`config.mk`:
```
export PLATFORM = sky130hd
export DESIGN_NAME = serial_adder_seq_flat
export DESIGN_NICKNAME = d
export VERILOG_FILES = /design/src/rtl/serial_adder_if.sv /design/src/rtl/serial_adder_seq.sv /design/src/flat_wrapper.sv
export SDC_FILE = /design/constraint.sdc
export NUM_CORES = 1
export LEC_CHECK = 0
export BUFFER_PORTS_ARGS = -buffer_cell sky130_fd_sc_hd__buf_4
export CAP_MARGIN = 15
export CORE_ASPECT_RATIO = 0.8
export CORE_MARGIN = 10
export CORE_UTILIZATION = 35
export CTS_BUF_LIST = sky130_fd_sc_hd__clkbuf_2
export CTS_CLUSTER_DIAMETER = 30
export CTS_CLUSTER_SIZE = 40
export DETAILED_ROUTE_END_ITERATION = 8
export PLACE_DENSITY = 0.64
export SLEW_MARGIN = 40
export SYNTH_ARGS = -nofsm -noshare
export SYNTH_HDL_FRONTEND = slang
export SYNTH_SLANG_ARGS = --single-unit
```
`constraint.sdc`:
```
create_clock -name clk -period 1.9 [get_ports clk]
set_input_delay 0.38 -clock clk [delete_from_list [all_inputs] [get_ports clk]]
set_output_delay 0.38 -clock clk [all_outputs]
set_load 0.02 [all_outputs]
```
`src/rtl/serial_adder_if.sv`:
```
// serial_adder_if: start/done operand and result bundle for serial_adder_seq (sub present with SERIAL_ADDER_SUB_EN)
interface serial_adder_if #(parameter int WIDTH = 8);
  logic             start;
  logic [WIDTH-1:0] a;
  logic [WIDTH-1:0] b;
  logic             cin;
`ifdef SERIAL_ADDER_SUB_EN
  logic             sub;
`endif
  logic             busy;
  logic             done;
  logic [WIDTH-1:0] sum;
  logic             cout;
  logic             ovf;
`ifdef SERIAL_ADDER_SUB_EN
  modport master(output start, a, b, cin, sub, input busy, done, sum, cout, ovf);
  modport slave(input start, a, b, cin, sub, output busy, done, sum, cout, ovf);
`else
  modport master(output start, a, b, cin, input busy, done, sum, cout, ovf);
  modport slave(input start, a, b, cin, output busy, done, sum, cout, ovf);
`endif
endinterface

```
`src/rtl/serial_adder_seq.sv`:
```
// serial_adder_seq: bit-serial WIDTH-bit adder, one full-adder cell reused per cycle; SERIAL_ADDER_SUB_EN adds subtract mode
module serial_adder_seq #(parameter int WIDTH = 8) (
  input logic clk,
  input logic rst,
  serial_adder_if.slave bus
);
  localparam int CW = $clog2(WIDTH);
  typedef enum logic [1:0] {IDLE, SHIFT, DONE} state_t;
  state_t state, state_n;
  logic [WIDTH-1:0] ra, rb, b_in;
  logic [WIDTH-2:0] rh;
  logic [WIDTH-1:0] nr;
  logic [CW-1:0] cnt;
  logic c, c_n, c_in, s, last, load, neg;
`ifdef SERIAL_ADDER_SUB_EN
  assign neg = bus.sub;
`else
  assign neg = 1'b0;
`endif
  // subtraction is a + ~b + 1, so only the load path differs
  assign b_in = neg ? ~bus.b : bus.b;
  assign c_in = neg | bus.cin;
  assign nr = {s, rh};
  always_comb begin
    s = ra[0] ^ rb[0] ^ c;
    c_n = (ra[0] & rb[0]) | (c & (ra[0] ^ rb[0]));
    last = cnt == CW'(WIDTH - 1);
    load = state != SHIFT && bus.start;
    state_n = state == SHIFT ? (last ? DONE : SHIFT) : (bus.start ? SHIFT : IDLE);
  end
  always_ff @(posedge clk or posedge rst) begin
    if (rst) begin
      state <= IDLE;
      bus.busy <= 1'b0;
      bus.done <= 1'b0;
    end else begin
      state <= state_n;
      bus.busy <= state_n == SHIFT;
      bus.done <= state_n == DONE;
    end
  end
  // rh keeps the WIDTH-1 most recent sum bits; the final bit completes the word
  always_ff @(posedge clk or posedge rst) begin
    if (rst) begin
      ra <= '0;
      rb <= '0;
      rh <= '0;
      c <= 1'b0;
      cnt <= '0;
      bus.sum <= '0;
      bus.cout <= 1'b0;
      bus.ovf <= 1'b0;
    end else if (load) begin
      ra <= bus.a;
      rb <= b_in;
      c <= c_in;
      cnt <= '0;
    end else if (state == SHIFT) begin
      ra <= ra >> 1;
      rb <= rb >> 1;
      rh <= nr[WIDTH-1:1];
      c <= c_n;
      cnt <= cnt + 1'b1;
      if (last) begin
        bus.sum <= nr;
        bus.cout <= c_n;
        bus.ovf <= c ^ c_n;
      end
    end
  end
endmodule

```
`src/flat_wrapper.sv`:
```
// flat-port wrapper written by rule: the top's interface ports become plain ports
module serial_adder_seq_flat 
#(parameter int WIDTH = 8)
  (clk, rst, bus_start, bus_a, bus_b, bus_cin, bus_busy, bus_done, bus_sum, bus_cout, bus_ovf);
  serial_adder_if #(.WIDTH(WIDTH)) bus_i ();
  input logic clk;
  input logic rst;
  input wire logic [$bits(bus_i.start)-1:0] bus_start;
  input wire logic [$bits(bus_i.a)-1:0] bus_a;
  input wire logic [$bits(bus_i.b)-1:0] bus_b;
  input wire logic [$bits(bus_i.cin)-1:0] bus_cin;
  output wire logic [$bits(bus_i.busy)-1:0] bus_busy;
  output wire logic [$bits(bus_i.done)-1:0] bus_done;
  output wire logic [$bits(bus_i.sum)-1:0] bus_sum;
  output wire logic [$bits(bus_i.cout)-1:0] bus_cout;
  output wire logic [$bits(bus_i.ovf)-1:0] bus_ovf;
  assign bus_i.start = bus_start;
  assign bus_i.a = bus_a;
  assign bus_i.b = bus_b;
  assign bus_i.cin = bus_cin;
  assign bus_busy = bus_i.busy;
  assign bus_done = bus_i.done;
  assign bus_sum = bus_i.sum;
  assign bus_cout = bus_i.cout;
  assign bus_ovf = bus_i.ovf;
  serial_adder_seq #(.WIDTH(WIDTH)) u_core (.clk(clk), .rst(rst), .bus(bus_i));
endmodule
```
* Yosys cells after proc, flatten, opt, wreduce, memory -nomap -nowiden
Index checks and enable logic that the tools add are counted.
W data, S select, Z words.
** Word-level totals
- Bits of input ports :: 20
- Register bits :: 41
** Operators by class
- Reduce and logical (&&, ||, !) cells :: 4
- Equality and inequality tests :: 5
- Add/subtract/negate cells :: 1
- Muxes and demuxes :: 11
- Bitwise gates (word level) :: 7
** Operators with widths (number)
- $mux W8 :: 4
- $mux W3 :: 2
- $eq A2 B1 Y1 const B :: 2
- $mux W2 :: 2
- $add A3 B1 Y3 const B :: 1
- $eq A3 B3 Y1 const B :: 1
- $mux W1 :: 3
- $reduce_and A3 Y1 :: 1
- $xor A1 B1 Y1 :: 3
- $and A1 B1 Y1 :: 2
- $eq A2 B2 Y1 const B :: 1
- $ne A2 B1 Y1 const B :: 1
- $reduce_and A2 Y1 :: 1
- $reduce_bool A2 Y1 :: 1
- $logic_and A1 B1 Y1 :: 1
- $not A1 Y1 :: 1
- $or A1 B1 Y1 :: 1

* Depth between registers and ports, before layout
- Depth after elaboration :: 5
- Mapped depth :: 6

* Worst setup path before layout
Ideal clock, no wire load.
- Path kind :: flip-flop to flip-flop
- Start point :: reg u_core.cnt[0]
- End point :: reg u_core.bus.cout
- Arrival :: 1302 ps
- Library setup time :: 125 ps
- Buffers on the path :: 1
- Required time :: 1775 ps
- Stages on the path, launching flop included :: 6
- Period minus slack after synthesis :: 1427 ps
- Slack :: 473 ps
- Cell sequence :: dfrtp_1 ha_1 ha_1 nand3b_4 buf_6 mux2_2
** On the way
- Cells in the longest elaborated chain, start to end :: 2
** Ends and longest elaborated chain
- start, declared :: RTL line serial_adder_seq.sv:13 : logic [CW-1:0] cnt;
- start signal, assigned :: RTL line serial_adder_seq.sv:63 : cnt <= cnt + 1'b1;
- $eq A3 B3 Y1 :: RTL line serial_adder_seq.sv:27 : last = cnt == CW'(WIDTH - 1);
- $reduce_and A3 Y1 (no source line)
- end signal, assigned :: RTL line serial_adder_seq.sv:66 : bus.cout <= c_n;
- end, declared :: RTL line serial_adder_if.sv:20 : modport slave(input start, a, b, cin, output busy, done, sum, cout, ovf);
No other way between the ends.
A chain may end at the register's enable or synchronous reset.

* Final worst setup path
- Start point :: reg u_core.cnt[0]
- End point :: reg u_core.bus.sum[6]
** On the way
- Cells in the longest elaborated chain, start to end :: 2
** Ends and longest elaborated chain
- $eq A3 B3 Y1 :: RTL line serial_adder_seq.sv:27
- $reduce_and A3 Y1 (no source line)
- end signal, assigned :: RTL line serial_adder_seq.sv:65 : bus.sum <= nr;
- end, declared :: RTL line serial_adder_if.sv:20
No other way between the ends.

==> impl_metrics.env <==
export IMPL_crit_type="register to register"
export IMPL_finalCritPeriodShare=0.778
export IMPL_port_buffer_count=31
export IMPL_hold_path_class="input pin to async pin"
export IMPL_ys_ff_latch=40
export IMPL_start_util=0.368
export IMPL_route_detailed_drc=0
export IMPL_synth_top_cell_by_area="dfrtp_1"
export IMPL_drt_wl_total_mm=3.33
export IMPL_synth_top_area_frac=0.581
export IMPL_grt_pass1_wl_mm=5.57
export IMPL_detailroute_via_count=1061
export IMPL_area_growth_pct=19.3
export IMPL_fmax_ghz=0.676
export IMPL_setup_tns_final_ns=0
export IMPL_max_cap_viol_count=0
export IMPL_p_per_area_nw_per_um2=1590
export IMPL_grt_use_total=0.0852
export IMPL_clock_latency_ns=0.38
export IMPL_ys_seq_area_frac=0.581
export IMPL_worstRegToRegCells=4
export IMPL_slew_violations=0
export IMPL_fp_dieH_um=82.7
export IMPL_via_per_inst=4.67
export IMPL_drive_gt1_frac=0.365
export IMPL_crit_path_start_kind="register"
export IMPL_final_cell_area_um2=2050
export IMPL_ys_top_cells_by_area="dfrtp_1 (58%), mux2i_1 (9.9%), mux2_2 (9.2%), o21ai_0 (5.2%), nand2_1 (3.9%)"
export IMPL_peakVddDrop_mv=0.660
export IMPL_p_leak_nw=1.04
export IMPL_hpwl_mm=2.45
export IMPL_pre_cts_ws_ns=0.449
export IMPL_rows=22
export IMPL_firstDrtPassIters=3
export IMPL_slew_headroom=0.673
export IMPL_synth_cells=133
export IMPL_cts_setup_buffers=0
export IMPL_clockRootBuffer="clkbuf_2"
export IMPL_synth_fp_nets=156
export IMPL_antenna_found_initial=0
export IMPL_finalCriticalPeriod_ns=1.48
export IMPL_clock_sinks=40
export IMPL_final_fill_count=456
export IMPL_place_congestion=0.698
export IMPL_die_area_um2=8140
export IMPL_diodes=0
export IMPL_crit_path_end_kind="register"
export IMPL_cts_tree="done"
export IMPL_crit_fanout=13
export IMPL_finalSetupViolCount=0
export IMPL_setup_ws_ns=0.421
export IMPL_rsz0062_at_grt="false"
export IMPL_avgSynthCellArea_um2=12.9
export IMPL_syn_area_um2=1720
export IMPL_ant_nets=0
export IMPL_nets=189
export IMPL_path_clk_slew_ns=0.19
export IMPL_grt_overflow_total=0
export IMPL_die_w_um=98.4
export IMPL_wire_per_inst_um=14.7
export IMPL_coreArea_um2=4680
export IMPL_htree_levels=2
export IMPL_ctsResizeCount=0
export IMPL_crit_arrival_ns=1.76
export IMPL_fin_util=0.439
export IMPL_cts_buffer_depth=2
export IMPL_num_io_pins=32
export IMPL_tritoncts_num_buffers=5
export IMPL_grt_pass1_vias=1145
export IMPL_grt_max_degree=41
export IMPL_dpl_cell_area_um2=1990
export IMPL_final_hold_violation_count=0
export IMPL_synth_distinct_cells=18
export IMPL_worst_pin_slew_ns=0.490
export IMPL_initialDrtViolationCount=39
export IMPL_hold_buffers=0
export IMPL_worstPathRequired_ns=2.19
export IMPL_finClkSkew_ns=0.00845
export IMPL_outcome="finished clean"
export IMPL_yosysWarnings=0
==> flip-flops by register name, indices dropped and copies added, names as in the netlist <==
| signal | cells |
|---|---|
| u_core.bus.done | 1 |
| u_core.c | 1 |
| u_core.rh | 7 |
| u_core.bus.cout | 1 |
| u_core.cnt | 3 |
| u_core.state | 2 |
| u_core.bus.ovf | 1 |
| u_core.rb | 8 |
| u_core.bus.sum | 8 |
| u_core.ra | 8 |
==> cells in the final DEF, fill, tap and decap left out, types with 2 or more instances in the layout <==
| cell type | instances |
|---|---|
| buf_4 | 34 |
| clkbuf_2 | 6 |
| dfrtp_1 | 40 |
| ha_1 | 2 |
| inv_1 | 3 |
| mux2_2 | 14 |
| mux2_4 | 3 |
| mux2i_1 | 17 |
| nand2_1 | 18 |
| nand2b_1 | 2 |
| nor2_1 | 4 |
| o21ai_0 | 18 |
==> per-layer routing <==
layer / global-route usage / share of wire / routed length [um]
met4: 0.0257 / 0.0081 / 27
met1: 0.0974 / 0.44 / 1480
met2: 0.142 / 0.48 / 1620
met5: 0 / 0 / 0
met3: 0.0390 / 0.063 / 210
==> metrics by stage <==
| step | instances | power, mW | hold slack, ns |
|---|---|---|---|
| floorplan | 133 | 2.44 | 0.449 |
| global placement | 219 | 2.73 | 0.457 |
| detailed placement | 219 | 2.81 | 0.468 |
| CTS | 227 | 3.31 | 0.0671 |
| global route | 227 | 3.50 | 0.0846 |
| finish | 227 | 3.26 | 0.0811 |
==> synth_stat cells (all sizes together) <==
library cell	count
nor2b	1
buf	7
clkbuf	1
nand2	18
ha	2
mux2i	17
o21ai	18
nand3b	1
mux2	17
nor2	4
inv	3
fa	1
xnor2	1
nand2b	2
dfrtp	40
==> report_power, final <==
group | total (mW) | leakage, nW | switching (mW) | internal (mW)
combinational | 1.30 | 0.492 | 0.644 | 0.654
sequential | 1.46 | 0.509 | 0.234 | 1.23
clock | 0.496 | 0.0430 | 0.269 | 0.227
==> worst max-delay path, stage by stage, from the launching register on <==
cell	delay, ns
dfrtp_1	0.43
ha_1	0.20
ha_1	0.20
nand3b_4	0.19
mux2_2	0.36
==> path summary, 6_finish.rpt <==
path / startpoint / end / slack, ns
setup / recovery: u_core.cnt[0]$_DFFE_PP0P_ / u_core.bus.sum[6]$_DFFE_PP0P_ / 0.42
max in group asynchronous: rst / u_core.bus.sum[6]$_DFFE_PP0P_ / 1.47
hold reg to reg: u_core.rb[3]$_DFFE_PP0P_ / u_core.rb[2]$_DFFE_PP0P_ / 0.51
min in group clk: bus_a[7] / u_core.ra[7]$_DFFE_PP0P_ / 0.23
hold / removal: rst / u_core.bus.done$_DFF_PP0_ / 0.08
setup reg to reg: u_core.cnt[0]$_DFFE_PP0P_ / u_core.bus.sum[6]$_DFFE_PP0P_ / 0.42
==> cells by family (layout without fill, tap and decap cells) <==
kind of cell | after synthesis | after routing | synth area share
and+or+nand+nor | 26 | 26 | 0.0748
muxes | 34 | 34 | 0.217
xor gates and xnor gates | 1 | 1 | 0.00509
buffers and inverters | 11 | 45 | 0.0436
DFF | 40 | 40 | 0.581
adders and majority gates | 3 | 3 | 0.0262
AOI/OAI and AO/OA | 18 | 18 | 0.0523
==> final cells by class <==
| type | instances | area [um^2] | area share |
|---|---|---|---|
| well taps | 60 | 75.1 | 0.0366 |
| flip-flops and latches | 40 | 1000 | 0.488 |
| repair buffers | 34 | 255 | 0.124 |
| inverters | 3 | 11.3 | 0.00548 |
| clock buffers | 6 | 30.0 | 0.0146 |
| clock inverters | 2 | 35.0 | 0.0171 |
| multi-input cells | 82 | 646 | 0.314 |
(Power assumes the default switching activity.)
